## config.mk

```make
export PLATFORM = sky130hd
export DESIGN_NAME = dbg_mem_probe
export DESIGN_NICKNAME = d
export VERILOG_FILES = /design/src/rtl/dbg_probe_pkg.sv /design/src/rtl/dbg_mem_probe.sv
export SDC_FILE = /design/constraint.sdc
export NUM_CORES = 1
export LEC_CHECK = 0
export CAP_MARGIN = 20
export CORE_UTILIZATION = 48
export DETAILED_ROUTE_END_ITERATION = 8
export GPL_TIMING_DRIVEN = 1
export HOLD_SLACK_MARGIN = 0.08
export MAX_ROUTING_LAYER = met4
export PLACE_DENSITY = 0.94
export SYNTH_ARGS = -nofsm -noshare
export SYNTH_HDL_FRONTEND = slang
export SYNTH_SLANG_ARGS = --single-unit
```

## constraint.sdc

```tcl
create_clock -name clk -period 2.9 [get_ports clk]
set_input_delay 0.87 -clock clk [delete_from_list [all_inputs] [get_ports clk]]
set_output_delay 0.87 -clock clk [all_outputs]
set_load 0.005 [all_outputs]
```

## src/rtl/dbg_probe_pkg.sv

```systemverilog
// Shared types and constants for the debug memory probe.
package dbg_probe_pkg;

  localparam int unsigned WORD_W        = 32;
  localparam logic [7:0]  CMD_ENTER_DEF = 8'h14;
  localparam logic [7:0]  CMD_DUMP_DEF  = 8'h01;

  typedef enum logic [2:0] {
    IDLE,
    ARM,
    LEN,
    DUMP,
    WAIT
  } state_t;

endpackage

```

## src/rtl/dbg_mem_probe.sv

```systemverilog
// Debug read-back responder: decodes enter/dump/length bytes, then reads one memory word per address byte.
// Build option: DBG_PROBE_HOLD_EN keeps data_out at the last captured word instead of zeroing it.
module dbg_mem_probe
  import dbg_probe_pkg::*;
#(
  parameter int unsigned ADDR_W    = 10,
  parameter int unsigned MEM_LAT   = 1,
  parameter logic [7:0]  CMD_ENTER = CMD_ENTER_DEF,
  parameter logic [7:0]  CMD_DUMP  = CMD_DUMP_DEF
) (
  input  logic              clk,
  input  logic              rst,
  input  logic [7:0]        data_in,
  input  logic              din_vld,
  output logic [WORD_W-1:0] data_out,
  output logic              data_out_vld,
  output logic [ADDR_W-1:0] mem_addr,
  output logic              mem_rd,
  input  logic [WORD_W-1:0] mem_rdata,
  output logic              busy,
  output logic              ovr
);

  localparam logic [2:0] LAT_INIT = 3'(MEM_LAT);

  state_t     state, state_nxt;
  logic [2:0] lat_cnt;
  logic [7:0] remaining;
  logic [7:0] rem_dec;
  logic       inf;
  logic       load_len, issue, capture, drop, arm_entry;

  assign rem_dec = remaining - 8'd1;

  always_ff @(posedge clk or negedge rst) begin
    if (!rst) state <= IDLE;
    else      state <= state_nxt;
  end

  always_comb begin
    state_nxt = state;
    load_len  = 1'b0;
    issue     = 1'b0;
    capture   = 1'b0;
    drop      = 1'b0;
    arm_entry = 1'b0;
    case (state)
      IDLE: begin
        if (din_vld && data_in == CMD_ENTER) begin
          state_nxt = ARM;
          arm_entry = 1'b1;
        end
      end
      ARM: begin
        if (din_vld) begin
          if (data_in == CMD_DUMP) begin
            state_nxt = LEN;
          end else if (data_in == CMD_ENTER) begin
            arm_entry = 1'b1;
          end else begin
            state_nxt = IDLE;
          end
        end
      end
      LEN: begin
        if (din_vld) begin
          load_len  = 1'b1;
          state_nxt = DUMP;
        end
      end
      DUMP: begin
        if (din_vld) begin
          issue     = 1'b1;
          state_nxt = WAIT;
        end
      end
      WAIT: begin
        drop = din_vld;
        if (lat_cnt == '0) begin
          capture = 1'b1;
          // Streaming (inf) never counts down, so it never returns to IDLE.
          if (!inf && rem_dec == '0) state_nxt = IDLE;
          else                       state_nxt = DUMP;
        end
      end
      default: state_nxt = IDLE;
    endcase
  end

  always_ff @(posedge clk or negedge rst) begin
    if (!rst) begin
      data_out     <= '0;
      data_out_vld <= 1'b0;
      mem_addr     <= '0;
      mem_rd       <= 1'b0;
      busy         <= 1'b0;
      ovr          <= 1'b0;
      lat_cnt      <= '0;
      remaining    <= '0;
      inf          <= 1'b0;
    end else begin
      data_out_vld <= capture;
      mem_rd       <= issue;
      // Registered so busy rises one edge after the address strobe and falls at capture.
      busy         <= (state == WAIT) && (state_nxt == WAIT);

      if (issue) begin
        mem_addr <= ADDR_W'(data_in);
        lat_cnt  <= LAT_INIT;
      end else if (state == WAIT && lat_cnt != '0) begin
        lat_cnt <= lat_cnt - 3'd1;
      end

      if (load_len) begin
        remaining <= data_in;
        inf       <= (data_in == '0);
      end else if (capture && !inf) begin
        remaining <= rem_dec;
      end

      if (arm_entry)  ovr <= 1'b0;
      else if (drop)  ovr <= 1'b1;

`ifdef DBG_PROBE_HOLD_EN
      if (capture) data_out <= mem_rdata;
`else
      data_out <= capture ? mem_rdata : '0;
`endif
    end
  end

endmodule

```

== Yosys cells after proc, flatten, opt, wreduce, memory -nomap -nowiden ==
Cells that the tools add are included.

* Add/sub/neg operators: 2
* Equality and inequality tests: 7
* Muxes and demuxes: 27
* Reductions and logical operators: 14

{| class="wikitable"
|+ Operators by type and width
! kind !! count
|-
| $mux W32 || 1
|-
| $mux W3 || 9
|-
| $logic_not A8 Y1 || 2
|-
| $mux W8 || 2
|-
| $pmux W3 S5 || 1
|-
| $mux W1 || 12
|-
| $eq A8 B1 Y1 const B || 1
|-
| $eq A8 B5 Y1 const B || 1
|-
| $sub A8 B1 Y8 const B || 1
|-
| $eq A3 B2 Y1 const B || 2
|-
| $eq A3 B3 Y1 const B || 2
|-
| $logic_not A3 Y1 || 2
|-
| $reduce_bool A2 Y1 || 3
|-
| $logic_and A1 B1 Y1 || 5
|-
| $eq A3 B1 Y1 const B || 1
|-
| $reduce_bool A3 Y1 || 1
|-
| $sub A3 B1 Y3 const B || 1
|-
| $mux W2 || 1
|-
| $pmux W1 S2 || 1
|-
| $logic_not A1 Y1 || 1
|}

* Register bits after elaboration: 59

== Depth between registers and ports, before layout ==
Gate-level depths: netlist of the first run.

* Depth in word-level cells: 8
* Mapped depth: 8
* Mapped depth without buffers: 8

== Least setup slack after synthesis of the first run ==
OpenSTA, ideal clock, no wires.

* Path type: input port to flip-flop
* Start: in data_in[5]
* End: reg state[0]
* Library setup time: 0.068 ns
* Arrival time: 2.056 ns
* Required time: 2.832 ns
* Slack: 0.776 ns
* Cell stages on the path: 5
* Cells stage by stage: or4_1 nor2_1 nand4b_1 a311o_1 nand3_1

* Longest elaborated chain between the ends: 5

{| class="wikitable"
|+ Ends and longest elaborated chain
! element !! RTL line !! source
|-
| from (decl) || dbg_mem_probe.sv:13 || <nowiki>input logic [7:0] data_in,</nowiki>
|-
| $eq A8 B5 Y1 || dbg_mem_probe.sv:49, dbg_mem_probe.sv:58 ||
|-
| $mux W3 || dbg_mem_probe.sv:58 || <nowiki>end else if (data_in == CMD_ENTER) begin</nowiki>
|-
| $mux W3 || dbg_mem_probe.sv:56 || <nowiki>if (data_in == CMD_DUMP) begin</nowiki>
|-
| $mux W3 || dbg_mem_probe.sv:55 || <nowiki>if (din_vld) begin</nowiki>
|-
| $pmux W3 S5 * || dbg_mem_probe.sv:47 || <nowiki>case (state)</nowiki>
|-
| via state_nxt[0] || dbg_mem_probe.sv:26 || <nowiki>state_t state, state_nxt;</nowiki>
|-
| to (signal assigned) || dbg_mem_probe.sv:37 || <nowiki>else state <= state_nxt;</nowiki>
|-
| to (decl) || dbg_mem_probe.sv:26 ||
|}

Mark *: on every way through the listed nets, which the timed path passes. The rest lies on a longest branch.
A chain may end at the register's enable or synchronous reset.

== Final worst setup path of the first run ==
* Start: in data_in[3]
* End: reg state[0]

Same word-level chain as after synthesis.

==> results of run 1 <==
==> cell type report <==
cell class	instances	share of cell area, %
Clock buffer	12	4.343
Timing Repair Buffer	89	24.94
Multi-Input combinational cell	155	25.39
Inverter	9	0.9457
Clock inverter	4	0.7005
Tap cell	67	2.347
Sequential cell	59	41.33
==> per-stage QoR <==
stage	std cells	worst slack, ns	utilization [%]
2_1_floorplan	234	0.7758	-
3_3_place_gp	379	0.2690	70.42
3_5_place_dp	379	0.2089	70.42
4_1_cts	395	0.5374	74.16
5_1_grt	395	0.4530	74.16
6_report	395	0.5093	74.16
==> placed cells by master, fill, tap and decap left out, types with 3 or more instances in the layout <==
| cell type | count |
|---|---|
| sky130_fd_sc_hd__nor3_1 | 6 |
| sky130_fd_sc_hd__inv_1 | 8 |
| sky130_fd_sc_hd__a21oi_1 | 6 |
| sky130_fd_sc_hd__o21ai_0 | 9 |
| sky130_fd_sc_hd__dfrtp_1 | 59 |
| sky130_fd_sc_hd__nand3_1 | 5 |
| sky130_fd_sc_hd__nor2_1 | 16 |
| sky130_fd_sc_hd__clkdlybuf4s50_1 | 85 |
| sky130_fd_sc_hd__and3_1 | 33 |
| sky130_fd_sc_hd__clkbuf_8 | 11 |
| sky130_fd_sc_hd__nand2_1 | 37 |
| sky130_fd_sc_hd__ha_1 | 4 |
| sky130_fd_sc_hd__a221o_1 | 3 |
| sky130_fd_sc_hd__o21ai_1 | 3 |
==> cells in the mapped netlist <==
master / instances / area (sq um)
sky130_fd_sc_hd__or3b_1: 1 / 8.760
sky130_fd_sc_hd__nand4b_1: 2 / 17.52
sky130_fd_sc_hd__ha_1: 4 / 50.05
sky130_fd_sc_hd__xor2_1: 1 / 8.760
sky130_fd_sc_hd__or2_4: 1 / 8.760
sky130_fd_sc_hd__a22oi_1: 1 / 7.510
sky130_fd_sc_hd__nor3_4: 1 / 16.27
sky130_fd_sc_hd__or4_4: 1 / 11.26
sky130_fd_sc_hd__nor3b_2: 2 / 25.02
sky130_fd_sc_hd__or4b_1: 1 / 10.01
sky130_fd_sc_hd__dfrtp_1: 59 / 1476
sky130_fd_sc_hd__conb_1: 1 / 3.750
sky130_fd_sc_hd__clkbuf_1: 9 / 33.78
sky130_fd_sc_hd__and2_1: 1 / 6.260
sky130_fd_sc_hd__nor2_4: 1 / 11.26
sky130_fd_sc_hd__o22ai_1: 2 / 12.51
sky130_fd_sc_hd__o31ai_1: 1 / 7.510
sky130_fd_sc_hd__nor2b_1: 1 / 6.260
sky130_fd_sc_hd__inv_2: 1 / 3.750
sky130_fd_sc_hd__or3_1: 1 / 6.260
sky130_fd_sc_hd__or4_1: 1 / 7.510
sky130_fd_sc_hd__nand3_1: 5 / 25.02
sky130_fd_sc_hd__nand3_2: 1 / 10.01
sky130_fd_sc_hd__a311o_1: 1 / 10.01
sky130_fd_sc_hd__a221oi_1: 1 / 8.760
sky130_fd_sc_hd__nor3_1: 6 / 30.03
sky130_fd_sc_hd__nand2b_1: 1 / 6.260
sky130_fd_sc_hd__nand3b_1: 1 / 7.510
sky130_fd_sc_hd__xnor2_1: 2 / 17.52
sky130_fd_sc_hd__o21ai_1: 3 / 15.01
sky130_fd_sc_hd__a21oi_1: 6 / 30.03
sky130_fd_sc_hd__o211ai_1: 2 / 15.01
sky130_fd_sc_hd__and3_1: 33 / 206.5
sky130_fd_sc_hd__inv_1: 8 / 30.03
sky130_fd_sc_hd__a31oi_1: 2 / 12.51
sky130_fd_sc_hd__a221o_1: 3 / 30.03
sky130_fd_sc_hd__buf_4: 2 / 15.01
sky130_fd_sc_hd__o21ai_0: 9 / 45.04
sky130_fd_sc_hd__a21o_1: 1 / 7.510
sky130_fd_sc_hd__nand2_1: 37 / 138.9
sky130_fd_sc_hd__nor2_1: 16 / 60.06
==> sequential cells by signal, summed over array words and instances (netlist names) <==
name	count
inf	1
remaining	8
ovr	1
data_out_vld	1
lat_cnt	3
mem_addr	8
busy	1
mem_rd	1
state	3
data_out	32
==> logic make-up (layout without fill, tap and decap cells) <==
kind of cell             Yosys count  count (layout)  share of synthesized area (%)
AO/OA/AOI/OAI                     32              32                          8.189
XOR/XNOR                           3               3                          1.068
adder cells (fa/ha/maj)            4               4                          2.035
buffers and inverters             20             114                          3.357
flip-flops                        59              59                          60.02
other                              1               2                         0.1524
AND/OR/NAND/NOR                  114             114                          25.18
==> worst max-delay path: cells and delay by family <==
kind            cells  cell delay (ns)
compound gates      1             0.37
buf+inv             1             0.47
simple gates        4             0.94
==> worst paths after layout <==
check / from / to / slack, ns / cells after the start
setup / recovery: data_in[3] / state[0]$_DFF_PN0_ / 0.51 / 6
hold / removal: mem_addr[2]$_DFFE_PN0P_ / mem_addr[2]$_DFFE_PN0P_ / 0.47 / 2
setup reg to reg: remaining[0]$_DFFE_PN0P_ / state[0]$_DFF_PN0_ / 1.00 / 5
hold reg to reg: mem_addr[2]$_DFFE_PN0P_ / mem_addr[2]$_DFFE_PN0P_ / 0.47 / 2
max in group asynchronous: rst / remaining[0]$_DFFE_PN0P_ / 1.72 / 2
min in group asynchronous: rst / data_out[21]$_DFF_PN0_ / 0.58 / 1
==> report_power, final <==
part	leakage (uW)	internal (uW)	switching, uW
sequential	0.000792	843	23.2
combinational	0.000876	83.3	62.2
clock	0.0000884	353	298
total	0.00176	1280	383
==> layer usage <==
metal	vias to the layer above	track usage [%]	part of all wire, %
met2	92	39.04	52
met1	976	29.01	41
met4	0	12.18	2.3
met3	12	4.801	4.9
met5	-	-	0
li1	984	-	-
==> impl.org, run 1 <==
** Worst setup path
- Worst Path Max Fanout :: 3
- Data arrival, critical path :: ~2.7 ns
- Worst Setup End Kind :: register
- Traced cell by cell, the critical path runs through clkdlybuf4s50_1, or4_1, nor2_1, nand4b_1, a311o_1, nand3_1.
- Required time of the critical path :: 3.16 ns
- Worst path slowest cell :: sky130_fd_sc_hd__or4_1
- The worst setup path is launched from an input pin.
- Slowest Stage Delay on Critical Path :: approximately 0.52 ns
- Critical path class :: input pin to register

** Timing
- After routing, the total negative slack on setup checks comes to 0 ns.
- Static timing analysis puts the maximum clock frequency at between 400 and 500 MHz.
- The count of endpoints failing hold in the final timing report is 0.
- The tightest hold path in the finished design has a slack of ~0.47 ns.
- Pins over their slew limit :: 0
- Worst Tran Pin Value :: around 0.68 ns
- Headroom to the max-slew limit came out at a little over half.
- Unrepaired setup endpoints after global routing :: false
- Across the routed clock network, the largest skew measured is roughly 0.0063 ns.
- Tcrit/Tclk final :: between 80 and 90%
- Final-report setup violation count :: 0
- Counting I/O delays and the setup requirement, the final critical path takes roughly 2.4 ns.

** Clocking
- Number of buffers added for setup after CTS :: 0
- Number of gates resized after cts :: 0
- Number of buffers created by CTS :: 9
- Worst skew pair latency :: roughly 0.32 ns
- Max Root-Sink Buffers :: 2
- CTS tree :: yes
- CTS saw 59 sinks.
- After clock tree synthesis, the clock-pin slew on the worst setup and hold paths is roughly 0.06 ns.
- Count of hold-fix buffers inserted at cts :: 0
- CTS root buffer :: sky130_fd_sc_hd__clkbuf_8
- The H-tree generated during clock tree synthesis spans 3 levels.

** Route
- Drt total wl :: 5654 um
- Number of DRC markers after the initial detailed-route iteration :: about 170
- Total vias in the final route :: 2064
- After detailed routing, the number of remaining DRC violations is 0.
- In the routed layout, each cell is associated on average with a via count of 5.225.
- Dividing the detail-routed wire length by the instance count gives approximately 14 um.
- Number of search-and-repair iterations in the first detailed-routing pass :: 4
- Post-route ant nets :: 0

** Logic synthesis
- A synthesized cell averages about 11 sq um.
- Distinct cells, synth :: slightly above 40
- Counting flops and latches in the post-synthesis netlist gives slightly below 60.
- Sequential element share of the synthesized area :: ~60%
- Post-synth design cell area :: about 2500 sq um
- Synthesized instance count :: 233
- Total of warnings raised by yosys :: 0

** GRT
- Pin count of the biggest net entering global routing :: 34
- Summed over all layers, the global routing overflow is 0.
- Wire length of the first global-routing pass :: ~9400 um
- The via count of the first global-routing pass came to 2052.
- GRT Util Overall :: between 20% and 30%
- The initial antenna violation count is 0.

** Status
- Status :: finished, final reports clean

** Final layout
- Area grow syn2layout :: 45.22%
- Combined area of the multi-input logic cells :: slightly above 900 sq um
- The layout has about 370 filler cells.
- Number of antenna cells inserted :: 0
- Net count of the finished layout :: 370
- Summing all non-filler instances in the final layout gives an area of about 3600 sq um.
- Combined flip-flop and latch cell area :: around 1500 sq um
- Of the cells placed in the final design, the portion with a size suffix greater than 1 is 8.537%.

** Die
- Area of the core region :: approximately 4800 sq um
- Number of rows created at floorplan :: 25
- I/O pin count :: 89
- The die covers between 5000 and 6000 sq um.
- Once the floorplan was initialized, standard cells occupied about 51% of the core.
- Vertical die dimension :: 73.59 um
- In this run the horizontal extent of the chip is 73.59 um.

** Placed design
- Final GP Congestion :: a little under 0.9
- Port Buf Inserts :: 86
- Detailed placement ended at an HPWL of 4194 um.
- The placed instances occupy a cell area of approximately 3400 sq um.

** Min path
- Type of the tightest min-delay check :: register to register

** Power
- VDD sags by at most ~0.00028 V.
- Total power per unit cell area :: about 470 nW/um^2
- For this design the static power due to leakage is 0.001756 uW.
- Power Total :: 1662 uW

** Run
- Max Cap Violations :: 0
(Power assumes the default switching activity.)
==> run 2, diff against run 1 <==
CORE_UTILIZATION = 44   (was 48)
PLACE_DENSITY = 0.88   (was 0.94)
clock period = 2.2 ns   (was 2.9 ns; I/O delays follow)
==> impl.org, run 2 (synthesis gave the netlist of run 1 again) <==
** Status
- Status :: finished, final reports clean (unchanged)

** Clocking
- Worst skew pair latency :: 0.32 ns (about the same)
- Number of buffers added for setup after CTS :: 0 (unchanged)
- Deepest level of the CTS H-tree :: 3 (unchanged)
- Max Root-Sink Buffers :: 2 (unchanged)
- CTS tree :: yes (unchanged)
- The count of hold-fix buffers inserted at cts was 0 (unchanged).
- The number of cells upsized or downsized after cts came to 0 (unchanged).
- Number of buffers created by CTS :: 9 (unchanged)
- Clock sink count :: 59 (unchanged)
- Clk slew on worst S/H paths :: 0.07 ns (was 0.06 ns)
- The clock root buffer was sky130_fd_sc_hd__clkbuf_8 (unchanged).

** Final layout
- Registers with the most flip-flops :: data_out: 32 flops, mem_addr: 8 flops, remaining: 8 flops (unchanged)
- The most frequent standard cell in the layout excluding fill and tap cells is sky130_fd_sc_hd__clkdlybuf4s50_1 (unchanged).
- Non-filler instance count after layout :: 407 (was 395)
- The area of all sequential standard cells is 1476 sq um (unchanged).
- Share of post-route cells with drive strength above 1 :: 11.28% (was 8.537%)
- The area of the multi-input gates was 907.1 sq um (unchanged).
- Commonest cells after routing, fill and taps aside :: sky130_fd_sc_hd__clkdlybuf4s50_1 (85), sky130_fd_sc_hd__dfrtp_1 (59), sky130_fd_sc_hd__nand2_1 (37), sky130_fd_sc_hd__and3_1 (33), sky130_fd_sc_hd__nor2_1 (15) (was sky130_fd_sc_hd__clkdlybuf4s50_1 (85), sky130_fd_sc_hd__dfrtp_1 (59), sky130_fd_sc_hd__nand2_1 (37), sky130_fd_sc_hd__and3_1 (33), sky130_fd_sc_hd__nor2_1 (16))
- The total number of nets in the final design is 380 (was 370).
- Area grow syn2layout :: 48.98% (was 45.22%)
- Number of antenna cells inserted :: 0 (unchanged)
- Largest register by flop count :: data_out (unchanged)
- The number of flip-flops in the largest register is 32 (unchanged).
- The fill cell total of the finished layout came to 394 (was 371).

** Route
- Post-detailed-route wirelength per cell :: 15.08 um (was 14.31 um)
- Number of design rule violations left after detail routing :: 0 (unchanged)
- The total number of vias came to 2087 (was 2064).
- Number of search-and-repair iterations in the first detailed-routing pass :: 4 (unchanged)
- The DRC violation total after the first TritonRoute iteration was 157 (was 165).
- The number of vias per cell came to 5.128 (was 5.225).
- The total detailed-routing wirelength is 6139 um (was 5654 um).
- Post-route ant nets :: 0 (unchanged)

** Timing
- Fin crit period :: approximately 2.1 ns
- Tcrit/Tclk final :: a little under 100%
- The worst setup skew after layout came to 0.008599 ns (was 0.006284 ns).
- Post-route setup slack :: 0.08478 ns (was 0.5093 ns)
- The total count of max-transition violations in the final report is 0 (unchanged).
- Final number of hold-violating endpoints :: 0 (unchanged)
- The accumulated negative setup slack was 0 ns (unchanged).
- Timing-limited maximum frequency :: approximately 470 MHz
- Unrepaired setup endpoints after global routing: false (unchanged).
- The number of failing setup endpoints in the final timing report came to 0 (unchanged).
- Hold slack final :: 0.3177 ns (was 0.4740 ns)

** Worst setup path
- The startpoint-to-endpoint class of the critical path is input pin to register (unchanged).
- Bufs and invs on worst path :: 1 (unchanged)
- The largest fanout of any net on the critical path is 2 (was 3).
- The category of the worst setup path capture point was a register (unchanged).
- Data arrival, critical path :: 2.37 ns (was 2.65 ns)
- The delay of the slowest critical-path stage came to 0.54 ns (was 0.52 ns).
- The family with the most delay on the worst path is simple AND/OR/NAND/NOR gates (unchanged).
- The required arrival time at the worst endpoint was 2.46 ns (was 3.16 ns).
- CP Cell Sequence: clkdlybuf4s50_1, or4_1, nor2_2, nand4b_1, a311o_1, nand3_1 (was clkdlybuf4s50_1, or4_1, nor2_1, nand4b_1, a311o_1, nand3_1).
- The startpoint type of the worst setup path was an input pin (unchanged).
- Worst path slowest cell :: sky130_fd_sc_hd__or4_1 (unchanged)

** Placed design
- Sum of net half-perimeters after detailed placement :: 4476 um (was 4194 um)
- Pre-CTS setup slack :: -0.2204 ns (was 0.2089 ns)
- The quantity of I/O buffers inserted on ports is 86 (unchanged).
- The routability congestion estimate from global placement is 0.8671 (was 0.8695).
- The cell count after placement was 392 (was 379).

** GRT
- The global-route wire length before repair was 10110 um (was 9418 um).
- Number of global-route vias before repair :: 2136 (was 2052)
- The global-route usage over all layers is 22.84% (was 24.23%).
- The maximum number of pins on one net before global-route repair is 38 (was 34).
- The residual overflow from global routing was 0 (unchanged).
- Initial antenna violation count :: 0 (unchanged)

** Min path
- The worst min-delay path category was input pin to async pin (was register to register).

** Power
- VDD IR-drop max :: 0.0004371 V (was 0.0002823 V)
- Total power per unit cell area :: 617.3 nW/um^2 (was 465.4 nW/um^2)
- The total leakage power came to 0.001815 uW (was 0.001756 uW).

** Die
- Number of rows created at floorplan :: 26 (was 25)
- The area of the core is 5238 sq um (was 4817 sq um).
- Initial standard-cell utilization of the core :: 46.97% (was 51.06%)
- Die span in x :: 76.77 um (was 73.59 um)
- The number of top-level design ports was 89 (unchanged).
- The overall die area was 5894 sq um (was 5415 sq um).
- Vertical die dimension :: 76.77 um (was 73.59 um)

** Run
- Max Cap Violations :: 0 (unchanged)
[run 2: cell count changes in the layout (fill, tap and decap cells not counted)]
cell / change
sky130_fd_sc_hd__clkinv_2: +2
sky130_fd_sc_hd__clkinvlp_4: -1
sky130_fd_sc_hd__clkbuf_8: -2
sky130_fd_sc_hd__nor2b_1: +1
sky130_fd_sc_hd__nor2_1: -1
sky130_fd_sc_hd__nor2b_2: -1
sky130_fd_sc_hd__bufinv_16: +1
sky130_fd_sc_hd__clkbuf_1: -1
sky130_fd_sc_hd__buf_12: +1
sky130_fd_sc_hd__nor2_2: +1
sky130_fd_sc_hd__buf_4: +9
[run 2: layer usage]
layer / wire length [um] / track usage (%)
met5: 0 / -
met4: 131 / 11.73
met3: 247 / 3.690
met2: 3269 / 37.59
met1: 2490 / 27.02
[run 2: area by class of cell]
class,count,area share [%]
flip-flops and latches,59,40.29
repair buffers,99,26.70
inverters,9,0.9218
clock inverters,6,1.571
well taps,70,2.390
multi-input cells,155,24.75
clock buffers,9,3.380
[run 2: path summary, 6_finish.rpt]
kind	startpoint	end	slack [ns]	cells after the start
setup / recovery	data_in[3]	state[0]$_DFF_PN0_	0.08	6
hold / removal	rst	data_out[1]$_DFF_PN0_	0.32	2
setup reg to reg	remaining[0]$_DFFE_PN0P_	state[1]$_DFF_PN0_	0.29	5
hold reg to reg	lat_cnt[0]$_DFFE_PN0P_	lat_cnt[0]$_DFFE_PN0P_	0.47	1
max in group asynchronous	rst	mem_addr[5]$_DFFE_PN0P_	1.66	2
min in group clk	lat_cnt[0]$_DFFE_PN0P_	lat_cnt[0]$_DFFE_PN0P_	0.47	1
[run 2: metrics by stage]
| step | total power [uW] | utilization, % | cell area, sq um |
|---|---|---|---|
| after floorplan | 1217 | - | 2464 |
| after global placement | 1356 | 66.46 | 3481 |
| after detailed placement | 1364 | 66.46 | 3481 |
| after CTS | 2282 | 69.92 | 3662 |
| after global routing | 2357 | 69.97 | 3665 |
| final | 2262 | 69.97 | 3665 |
[run 2: report_power, final]
group          switching [uW]  internal, uW
sequential               31.4          1110
clock                     409           508
combinational            84.0           120
